[src/rtl/pc_unit_pkg.sv]
// Fetch-PC shared definitions: default width, reset/trap vectors and next-PC source codes.
// The return-address stack is built in only when PC_RAS_EN is defined.
package pc_unit_pkg;

    localparam int          PC_AW_DEF   = 32;
    localparam logic [31:0] PC_RST_VEC  = 32'h0000_0000;
    localparam logic [31:0] PC_TRAP_VEC = 32'h0000_0080;

`ifdef PC_RAS_EN
    localparam bit PC_RAS_ON = 1'b1;
`else
    localparam bit PC_RAS_ON = 1'b0;
`endif

    typedef enum logic [2:0] {
        SRC_TRAP,
        SRC_HOLD,
        SRC_RET,
        SRC_JUMP,
        SRC_BRANCH,
        SRC_SEQ
    } pc_src_e;

endpackage

[src/rtl/pc_ras.sv]
// Circular return-address stack with push, pop, replace-top and clear; a push when full overwrites the oldest entry.
// Updates on the same clk edge as the PC; o_underflow is a registered one-cycle pulse.
module pc_ras #(
    parameter int AW    = 32,
    parameter int DEPTH = 4
) (
    input  logic                    clk,
    input  logic                    rst,
    input  logic                    i_push,
    input  logic                    i_pop,
    input  logic                    i_clear,
    input  logic [AW-1:0]           i_push_dat,
    output logic [AW-1:0]           o_top,
    output logic [$clog2(DEPTH):0]  o_count,
    output logic                    o_underflow
);

    localparam int          PW   = $clog2(DEPTH);
    localparam logic [PW:0] FULL = (PW+1)'(DEPTH);
    localparam logic [PW:0] ONE  = (PW+1)'(1);

    logic [AW-1:0] r_mem [DEPTH];
    logic [PW-1:0] r_wp;
    logic [PW:0]   r_count;
    logic          r_underflow;

    logic [PW-1:0] w_top_idx;
    logic          w_empty;
    logic          w_replace;
    logic          w_pop;
    logic          w_push;

    assign w_top_idx = r_wp - PW'(1);
    assign w_empty   = (r_count == '0);
    // call+ret on a live stack swaps the top instead of pop-then-push
    assign w_replace = i_push & i_pop & ~w_empty;
    assign w_pop     = i_pop & ~i_push & ~w_empty;
    assign w_push    = i_push & ~w_replace;

    always_ff @(posedge clk or posedge rst) begin
        if (rst) begin
            r_wp        <= '0;
            r_count     <= '0;
            r_underflow <= 1'b0;
        end else begin
            r_underflow <= i_pop & w_empty & ~i_clear;
            if (i_clear) begin
                r_count <= '0;
            end else if (w_pop) begin
                r_wp    <= w_top_idx;
                r_count <= r_count - ONE;
            end else if (w_push) begin
                r_wp <= r_wp + PW'(1);
                if (r_count != FULL)
                    r_count <= r_count + ONE;
            end
        end
    end

    always_ff @(posedge clk) begin
        if (!i_clear) begin
            if (w_replace)
                r_mem[w_top_idx] <= i_push_dat;
            else if (w_push)
                r_mem[r_wp] <= i_push_dat;
        end
    end

    assign o_top       = r_mem[w_top_idx];
    assign o_count     = r_count;
    assign o_underflow = r_underflow;

endmodule

[src/rtl/pc_unit.sv]
// Fetch program counter: next PC from trap > stall > ret > jump > branch > step; RAS present only with PC_RAS_EN.
// One-cycle redirect latency; i_stall holds the PC, i_trap overrides it.
module pc_unit
    import pc_unit_pkg::*;
#(
    parameter int            AW        = PC_AW_DEF,
    parameter int            STEP      = 1,
    parameter logic [AW-1:0] RST_VEC   = AW'(PC_RST_VEC),
    parameter logic [AW-1:0] TRAP_VEC  = AW'(PC_TRAP_VEC),
    parameter int            RAS_DEPTH = 4
) (
    input  logic                        clk,
    input  logic                        rst,
    input  logic                        i_stall,
    input  logic                        i_trap,
    input  logic                        i_jump_valid,
    input  logic [AW-1:0]               i_jump_target,
    input  logic                        i_branch_valid,
    input  logic [AW-1:0]               i_branch_off,
    input  logic                        i_call,
    input  logic                        i_ret,
    output logic [AW-1:0]               o_pc,
    output logic [AW-1:0]               o_pc_next,
    output logic [$clog2(RAS_DEPTH):0]  o_ras_count,
    output logic                        o_ras_underflow
);

    logic [AW-1:0] r_pc;
    logic [AW-1:0] w_pc_next;
    logic [AW-1:0] w_pc_step;
    logic [AW-1:0] w_ras_top;
    logic          w_ras_vld;
    pc_src_e       w_src;

    assign w_pc_step = r_pc + AW'(STEP);

`ifdef PC_RAS_EN
    logic [$clog2(RAS_DEPTH):0] w_ras_count;
    logic                       w_live;

    assign w_live = ~i_stall & ~i_trap;

    pc_ras #(
        .AW    (AW),
        .DEPTH (RAS_DEPTH)
    ) u_ras (
        .clk         (clk),
        .rst         (rst),
        .i_push      (w_live & i_call & i_jump_valid),
        .i_pop       (w_live & i_ret),
        .i_clear     (i_trap),
        .i_push_dat  (w_pc_step),
        .o_top       (w_ras_top),
        .o_count     (w_ras_count),
        .o_underflow (o_ras_underflow)
    );

    assign w_ras_vld   = PC_RAS_ON & i_ret & (w_ras_count != '0);
    assign o_ras_count = w_ras_count;
`else
    logic w_unused_ras;

    assign w_unused_ras    = i_call ^ i_ret;
    assign w_ras_top       = '0;
    assign w_ras_vld       = 1'b0;
    assign o_ras_count     = '0;
    assign o_ras_underflow = 1'b0;
`endif

    always_comb begin
        w_src = SRC_SEQ;
        if (i_trap)
            w_src = SRC_TRAP;
        else if (i_stall)
            w_src = SRC_HOLD;
        else if (w_ras_vld)
            w_src = SRC_RET;
        else if (i_jump_valid)
            w_src = SRC_JUMP;
        else if (i_branch_valid)
            w_src = SRC_BRANCH;
    end

    always_comb begin
        w_pc_next = w_pc_step;
        case (w_src)
            SRC_TRAP:   w_pc_next = TRAP_VEC;
            SRC_HOLD:   w_pc_next = r_pc;
            SRC_RET:    w_pc_next = w_ras_top;
            SRC_JUMP:   w_pc_next = i_jump_target;
            SRC_BRANCH: w_pc_next = r_pc + i_branch_off;
            default:    w_pc_next = w_pc_step;
        endcase
    end

    always_ff @(posedge clk or posedge rst) begin
        if (rst)
            r_pc <= RST_VEC;
        else
            r_pc <= w_pc_next;
    end

    assign o_pc      = r_pc;
    assign o_pc_next = w_pc_next;

endmodule

[config.mk]
export PLATFORM = sky130hd
export DESIGN_NAME = pc_unit
export DESIGN_NICKNAME = d
export VERILOG_FILES = /design/src/rtl/pc_unit_pkg.sv /design/src/rtl/pc_ras.sv /design/src/rtl/pc_unit.sv
export SDC_FILE = /design/constraint.sdc
export NUM_CORES = 1
export LEC_CHECK = 0
export CAP_MARGIN = 40
export CORE_MARGIN = 1.5
export CORE_UTILIZATION = 40
export DETAILED_ROUTE_END_ITERATION = 16
export PLACE_DENSITY = 0.77
export SETUP_SLACK_MARGIN = 0.05
export SYNTH_ARGS = -nofsm -noshare
export SYNTH_HDL_FRONTEND = slang
export SYNTH_HIERARCHICAL = 1
export SYNTH_SLANG_ARGS = --single-unit
[constraint.sdc]
create_clock -name clk -period 3.46 [get_ports clk]
set_input_delay 0.346 -clock clk [delete_from_list [all_inputs] [get_ports clk]]
set_output_delay 0.346 -clock clk [all_outputs]
set_load 0.005 [all_outputs]
==> qor.json, run 1 <==
{
  "worst_slew_pin_slew": {"value": 763, "unit": "ps"},
  "timing.slew.headroom": {"value": 49.1, "unit": "%"},
  "maxCapViolCount": {"value": 0},
  "cts.path.max_buffers": {"value": 2},
  "wl_per_cell": {"value": 19.4, "unit": "um"},
  "critical_path_required": {"value": 3650, "unit": "ps"},
  "outcome": {"value": "finished, violations left"},
  "critPathMostFrequentCell": {"value": "sky130_fd_sc_hd__buf_4"},
  "worstHoldPathType": {"value": "in -> async"},
  "drc_violations": {"value": 0},
  "timing.clock.skew": {"value": 4.93, "unit": "ps"},
  "asyncSetResetFlopFracSynth": {"value": 100, "unit": "%"},
  "die_h": {"value": 99.3, "unit": "um"},
  "yosysWarningCount": {"value": 6},
  "critPathMaxFanout": {"value": 4},
  "failed_checks": {"value": "setup timing"},
  "grt.total_usage": {"value": 31.9, "unit": "%"},
  "postSynthCellCount": {"value": 469},
  "drt_wl_total": {"value": 16.6, "unit": "mm"},
  "synthDistinctLibCells": {"value": 80},
  "power.leakage": {"value": 3.36, "unit": "nW"},
  "diodes": {"value": 0},
  "cts.root.buffer_cell": {"value": "sky130_fd_sc_hd__clkbuf_8"},
  "timing.final.crit_period": {"value": 3590, "unit": "ps"},
  "hpwl": {"value": 11.5, "unit": "mm"},
  "num_vias": {"value": 5022},
  "critical_path.slowest_cell": {"value": "sky130_fd_sc_hd__o31a_2"},
  "worst_setup_path_end_kind": {"value": "flip-flop"},
  "largest_net_degree_at_the_start_of_global_routing": {"value": 38},
  "htree_levels": {"value": 2},
  "postRouteAntennaNets": {"value": 0},
  "placeableCoreArea": {"value": 0.00885, "unit": "mm^2"},
  "finalPower": {"value": 1.42, "unit": "mW"},
  "worst_path_largest_cell_delay": {"value": 390, "unit": "ps"},
  "sequential_to_total_area_share_from_yosys_stat": {"value": 21.6, "unit": "%"},
  "avg_vias_per_cell": {"value": 5.85},
  "cp-start-kind": {"value": "input port"},
  "number_of_antenna_violations_at_the_first_check_in_global_routing": {"value": 0},
  "fp.dieArea": {"value": 0.00986, "unit": "mm^2"},
  "number_of_enable_flip_flop_cells_after_synthesis": {"value": 0},
  "final_layout_size_suffix_gt1_share": {"value": 40.1, "unit": "%"},
  "drt_pre_antenna_iters": {"value": 5},
  "report.final.setup_viol": {"value": 9},
  "tritoncts.num_buffers": {"value": 5},
  "tritoncts_clock_tree": {"value": "yes"},
  "cts.hold.buffers_added": {"value": 0},
  "die_w": {"value": 99.3, "unit": "um"},
  "clk_latency": {"value": 290, "unit": "ps"},
  "netlist_area": {"value": 0.00371, "unit": "mm^2"},
  "ys_ff_latch": {"value": 32},
  "start_util": {"value": 41.9, "unit": "%"},
  "report.final.hold_viol_count": {"value": 0},
  "fin_util": {"value": 79.0, "unit": "%"},
  "globalRoute.totalOverflow": {"value": 0},
  "timing.critical_path.buf_inv": {"value": 13},
  "area_delta_synth_final": {"value": 88.6, "unit": "%"},
  "category_of_cells_accounting_for_the_largest_share_of_critical_path_delay": {"value": "buffers and inverters"},
  "final_critical_path_setup_slack": {"value": -127, "unit": "ps"},
  "arrival": {"value": 3780, "unit": "ps"},
  "largest_register_ff_count": {"value": 32},
  "gp_routability_congestion": {"value": 0.937},
  "final.setup.tns": {"value": -736, "unit": "ps"},
  "grt_pass1_vias": {"value": 5073},
  "dr.first_iter.drc_count": {"value": 291},
  "synth-main-ff-cell": {"value": "sky130_fd_sc_hd__dfrtp_1"},
  "net_total_in_the_final_layout": {"value": 854},
  "final_max_tran_viols": {"value": 0},
  "post_synth.cell_area_avg": {"value": 7.91, "unit": "um^2"},
  "clkSlewWorstSetupHoldPaths": {"value": 80, "unit": "ps"},
  "p_per_area": {"value": 203, "unit": "mW/mm^2"},
  "vdd_ir_drop_max": {"value": 0.000154, "unit": "V"},
  "most_common_library_cell_in_the_layout_ignoring_fill_and_taps": {"value": "sky130_fd_sc_hd__buf_4"},
  "buffer_ports.inserted": {"value": 133},
  "timing.final.crit_share": {"value": 104, "unit": "%"},
  "num_rows": {"value": 34},
  "fmaxAchievable": {"value": 0.279, "unit": "GHz"},
  "critical_path.cell_chain": {"value": "buf_8 > nor3_4 > buf_6 > buf_6 > nand3b_1 > ha_4 > buf_4 > a211oi_4 > buf_4 > o21a_4 > a211oi_4 > o31a_2 > buf_6 > buf_6 > a41oi_4 > xor2_2 > o22ai_2 > buf_4 > buf_4 > buf_4 > buf_4 > buf_4 > buf_4"},
  "tritoncts_num_sinks": {"value": 32},
  "unrepaired_setup_endpoints_after_global_routing": {"value": "yes"},
  "commonest_cells_after_routing_fill_and_taps_aside": {"value": "sky130_fd_sc_hd__buf_4, sky130_fd_sc_hd__clkdlybuf4s50_1, sky130_fd_sc_hd__nor2_1, sky130_fd_sc_hd__nand2_1, sky130_fd_sc_hd__a21oi_1"},
  "grt_first_pass_wirelength": {"value": 24.9, "unit": "mm"},
  "num_io_pins": {"value": 140},
  "category_of_the_critical_setup_timing_path": {"value": "in -> reg"}
}
[cells by family (layout without fill, tap and decap cells)]
logic type	count (synthesis)	after routing	share of synthesized area [%]
AND/OR/NAND/NOR	173	173	24.0
multiplexers	5	5	1.35
adder cells (fa/ha/maj)	32	32	11.0
AO/OA/AOI/OAI	163	163	31.6
buffers and inverters	43	322	5.63
flip-flops	32	32	21.6
XOR/XNOR	20	20	4.72
other	1	4	0.101
[through the flow]
| step | instances | hold WS, ps | setup slack (ps) | cell area [um^2] |
|---|---|---|---|---|
| after CTS | 839 | 509 | -73.3 | 6560 |
| after detailed placement | 807 | 554 | -969 | 6000 |
| final | 859 | 486 | -127 | 6990 |
| after global placement | 807 | 546 | -866 | 6000 |
| after floorplan | 472 | 462 | 99.1 | 3730 |
| after global routing | 859 | 580 | -255 | 6990 |
[worst paths after layout]
check	endpoint	start	slack (ps)	depth (start not counted)
worst min register to register	o_pc[4]	o_pc[4]	580	1
min in group clk	o_pc[4]	o_pc[4]	580	1
worst max register to register	o_pc[27]	o_pc[1]	140	17
max in group asynchronous	o_pc[28]	rst	2200	3
worst min-delay path	o_pc[0]	rst	490	2
worst max-delay path	o_pc[27]	i_trap	-130	23
[layout make-up]
type | count | area [um^2]
Multi-Input combinational cell | 397 | 3270
Fill cell | 604 | 1860
Inverter | 12 | 45.0
Tap cell | 108 | 135
Clock inverter | 2 | 35.0
Sequential cell | 32 | 801
Timing Repair Buffer | 302 | 2630
Clock buffer | 6 | 72.6
[synth_stat cells, drive strengths merged (2+ instances only)]
cell type	count	area, um^2
a221oi	4	47.6
a221o	2	20.0
o31ai	3	27.5
nor4	2	12.5
a31oi	5	31.3
a21oi	52	294
nand2b	3	18.8
a211oi	5	57.6
xor2	11	96.3
or3	4	26.3
nand4	7	50.1
o211a	6	60.1
nor3	11	60.1
a22oi	8	65.1
and3	37	233
o21ai	25	133
nand3b	5	37.5
nor2	37	139
dfrtp	32	801
buf	15	90.1
o32ai	2	17.5
nand2	42	160
ha	31	388
a21o	10	76.3
nor2b	2	12.5
nand3	14	70.1
o211ai	8	65.1
mux2i	5	50.1
o22ai	6	37.5
inv	12	45.0
clkbuf	16	73.8
and4	2	20.0
or2	3	18.8
o21a	7	53.8
and2	2	15.0
a211o	3	26.3
xnor2	9	78.8
o31a	3	27.5
[where the power goes]
| part | switching, mW | leakage (nW) | internal (mW) |
|---|---|---|---|
| registers | 0.0295 | 0.422 | 0.398 |
| clock network | 0.177 | 0.0552 | 0.215 |
| logic | 0.272 | 2.88 | 0.330 |
| total | 0.479 | 3.36 | 0.942 |
[what timing repair did]
action                     CTS  global route
hold endpoints to repair     0             0
buffers inserted            26            23
setup endpoints to repair   30            28
resized for setup          135            89
pin swaps                   50            60
cloned                       0             0
[routing by layer]
layer	part of all wire (%)	vias up	GRT usage (%)
met5	0	-	0
met4	3.3	0	11.1
met3	6.4	51	4.43
met2	49	258	56.1
met1	41	2401	39.9
li1	-	2312	-
Power figures use the tool's default switching activity.
==> run 2, diff against run 1 <==
--- a/config.mk
+++ b/config.mk
@@ -7,9 +7,8 @@
 export LEC_CHECK = 0
 export CAP_MARGIN = 40
 export CORE_MARGIN = 1.5
-export CORE_UTILIZATION = 40
+export CORE_UTILIZATION = 25
 export DETAILED_ROUTE_END_ITERATION = 16
-export PLACE_DENSITY = 0.77
 export SETUP_SLACK_MARGIN = 0.05
 export SYNTH_ARGS = -nofsm -noshare
 export SYNTH_HDL_FRONTEND = slang
==> qor.json, run 2 (synthesis gave the netlist of run 1 again) <==
{
  "avg_vias_per_cell": {"value": 5.22},
  "comb_power_share": {"value": 40.6, "unit": "%"},
  "diodes": {"value": 0},
  "timing.clock.skew": {"value": 2.35, "unit": "ps"},
  "drc_violations": {"value": 0},
  "area_delta_synth_final": {"value": 96.1, "unit": "%"},
  "report.final.hold_viol_count": {"value": 0},
  "power.leakage": {"value": 3.26, "unit": "nW"},
  "final_max_tran_viols": {"value": 0},
  "grt.total_usage": {"value": 20.9, "unit": "%"},
  "critical_path.cell_chain": {"value": "buf_8 > nor3_4 > buf_12 > buf_12 > nand3b_1 > ha_4 > buf_6 > a211oi_4 > o21a_2 > buf_4 > nor3_1 > or3_1 > a221oi_1 > nor3_1 > clkdlybuf4s50_1"},
  "timing.final.crit_share": {"value": 99.9, "unit": "%"},
  "cp-start-kind": {"value": "input port"},
  "wl_per_cell": {"value": 18.2, "unit": "um"},
  "globalRoute.totalOverflow": {"value": 0},
  "sw_frac_of_total": {"value": 31.9, "unit": "%"},
  "tritoncts_num_sinks": {"value": 32},
  "grt_first_pass_wirelength": {"value": 26.0, "unit": "mm"},
  "internal-power": {"value": 1.04, "unit": "mW"},
  "dp_area": {"value": 0.00601, "unit": "mm^2"},
  "placeableCoreArea": {"value": 0.0145, "unit": "mm^2"},
  "largest_net_degree_at_the_start_of_global_routing": {"value": 38},
  "num_rows": {"value": 44},
  "hpwl": {"value": 12.0, "unit": "mm"},
  "p_per_area": {"value": 209, "unit": "mW/mm^2"},
  "fmaxAchievable": {"value": 0.289, "unit": "GHz"},
  "report.final.setup_viol": {"value": 0},
  "drt_pre_antenna_iters": {"value": 5},
  "power_frac_seq": {"value": 28.5, "unit": "%"},
  "commonest_cells_after_routing_fill_and_taps_aside": {"value": "sky130_fd_sc_hd__buf_4, sky130_fd_sc_hd__clkdlybuf4s50_1, sky130_fd_sc_hd__nand2_1"},
  "reg2reg_from": {"value": "o_pc[0]"},
  "htree_levels": {"value": 2},
  "postRouteAntennaNets": {"value": 0},
  "critical_path_required": {"value": 3110, "unit": "ps"},
  "most_common_library_cell_in_the_layout_ignoring_fill_and_taps": {"value": "sky130_fd_sc_hd__buf_4"},
  "critical_path.slowest_cell": {"value": "sky130_fd_sc_hd__clkdlybuf4s50_1"},
  "category_of_cells_accounting_for_the_largest_share_of_critical_path_delay": {"value": "buffers and inverters"},
  "postLayoutCellArea": {"value": 0.00727, "unit": "mm^2"},
  "clk_latency": {"value": 290, "unit": "ps"},
  "final_layout_size_suffix_gt1_share": {"value": 41.1, "unit": "%"},
  "cts.path.max_buffers": {"value": 2},
  "power.net_switching": {"value": 0.486, "unit": "mW"},
  "worst_setup_path_end_kind": {"value": "output port"},
  "net_total_in_the_final_layout": {"value": 847},
  "die_h": {"value": 125, "unit": "um"},
  "worstHoldPathType": {"value": "in -> async"},
  "category_of_the_critical_setup_timing_path": {"value": "in -> out"},
  "vdd_ir_drop_max": {"value": 0.000130, "unit": "V"},
  "maxCapViolCount": {"value": 0},
  "critPathMaxFanout": {"value": 4},
  "arrival": {"value": 3110, "unit": "ps"},
  "final.setup.tns": {"value": 0, "unit": "ps"},
  "buffer_ports.inserted": {"value": 133},
  "outcome": {"value": "completed"},
  "dr.first_iter.drc_count": {"value": 245},
  "clkSlewWorstSetupHoldPaths": {"value": 50, "unit": "ps"},
  "fin_util": {"value": 50.0, "unit": "%"},
  "num_io_pins": {"value": 140},
  "timing.critical_path.buf_inv": {"value": 6},
  "num_vias": {"value": 4841},
  "cts.hold.buffers_added": {"value": 0},
  "worst_path_largest_cell_delay": {"value": 470, "unit": "ps"},
  "largest_register_ff_count": {"value": 32},
  "number_of_antenna_violations_at_the_first_check_in_global_routing": {"value": 0},
  "grt_pass1_vias": {"value": 5030},
  "clock_power_share": {"value": 30.9, "unit": "%"},
  "tritoncts.num_buffers": {"value": 5},
  "die_w": {"value": 125, "unit": "um"},
  "timing.final.crit_period": {"value": 3460, "unit": "ps"},
  "fp.dieArea": {"value": 0.0156, "unit": "mm^2"},
  "tritoncts_clock_tree": {"value": "yes"},
  "cts.root.buffer_cell": {"value": "sky130_fd_sc_hd__clkbuf_16"},
  "start_util": {"value": 25.5, "unit": "%"},
  "hold_slack": {"value": 452, "unit": "ps"},
  "unrepaired_setup_endpoints_after_global_routing": {"value": "yes"},
  "finalPower": {"value": 1.52, "unit": "mW"},
  "source_of_the_critical_timing_path": {"value": "i_trap"},
  "drt_wl_total": {"value": 16.9, "unit": "mm"},
  "gp_routability_congestion": {"value": 0.940}
}
run 2: cell types whose count changed in the layout (fill, tap and decap cells not counted), moves of 5 or more:
cell / delta
sky130_fd_sc_hd__clkbuf_16: +5
sky130_fd_sc_hd__clkbuf_2: +6
sky130_fd_sc_hd__ha_1: -12
sky130_fd_sc_hd__buf_6: -9
sky130_fd_sc_hd__buf_2: -6
sky130_fd_sc_hd__ha_4: +13
run 2: metrics by stage:
| stage | cells | setup WS [ps] |
|---|---|---|
| 3_5_place_dp | 872 | -786 |
| 4_1_cts | 911 | -42.8 |
| 2_1_floorplan | 472 | 99.1 |
| 6_report | 928 | 3.36 |
| 5_1_grt | 928 | -139 |
| 3_3_place_gp | 872 | -772 |
run 2: tightest hold or removal path, delay by kind of cell:
| family | cells | cell delay, ps |
|---|---|---|
| buffers and inverters | 3 | 830 |
run 2: area by class of cell:
| class | instances | area, um^2 |
|---|---|---|
| Clock buffer | 8 | 146 |
| Fill cell | 1380 | 7260 |
| Inverter | 12 | 45.0 |
| Multi-Input combinational cell | 397 | 3460 |
| Sequential cell | 32 | 801 |
| Tap cell | 184 | 230 |
| Timing Repair Buffer | 295 | 2590 |
run 2: timing repair:
item / CTS / global route
endpoints found under the setup margin: 29 / 27
pin swaps: 62 / 64
resized for setup: 145 / 84
gates cloned: 2 / 0
buffers inserted: 29 / 20
run 2: worst paths after layout:
| kind | endpoint | slack [ps] | cells after the start |
|---|---|---|---|
| setup / recovery | o_pc_next[9] | 3 | 15 |
| hold / removal | o_pc[1] | 450 | 3 |
| setup reg to reg | o_pc[27] | 510 | 14 |
| hold reg to reg | o_pc[25] | 610 | 2 |
| max in group asynchronous | o_pc[28] | 2670 | 3 |
| min in group clk | o_pc[18] | 590 | 3 |
run 2: power groups by stage:
stage,sequential (mW),clock [mW],combinational [mW]
finish,0.434,0.470,0.618
global route,0.438,0.494,0.668
floorplan,0.427,0,0.217
global placement,0.432,0,0.522
detailed placement,0.432,0,0.526
CTS,0.431,0.488,0.579
run 2: per-layer routing:
| layer | global-route usage [%] | routed length (um) |
|---|---|---|
| met5 | 0 | 0 |
| met4 | 8.25 | 442 |
| met3 | 4.77 | 962 |
| met2 | 34.7 | 8210 |
| met1 | 26.2 | 7280 |
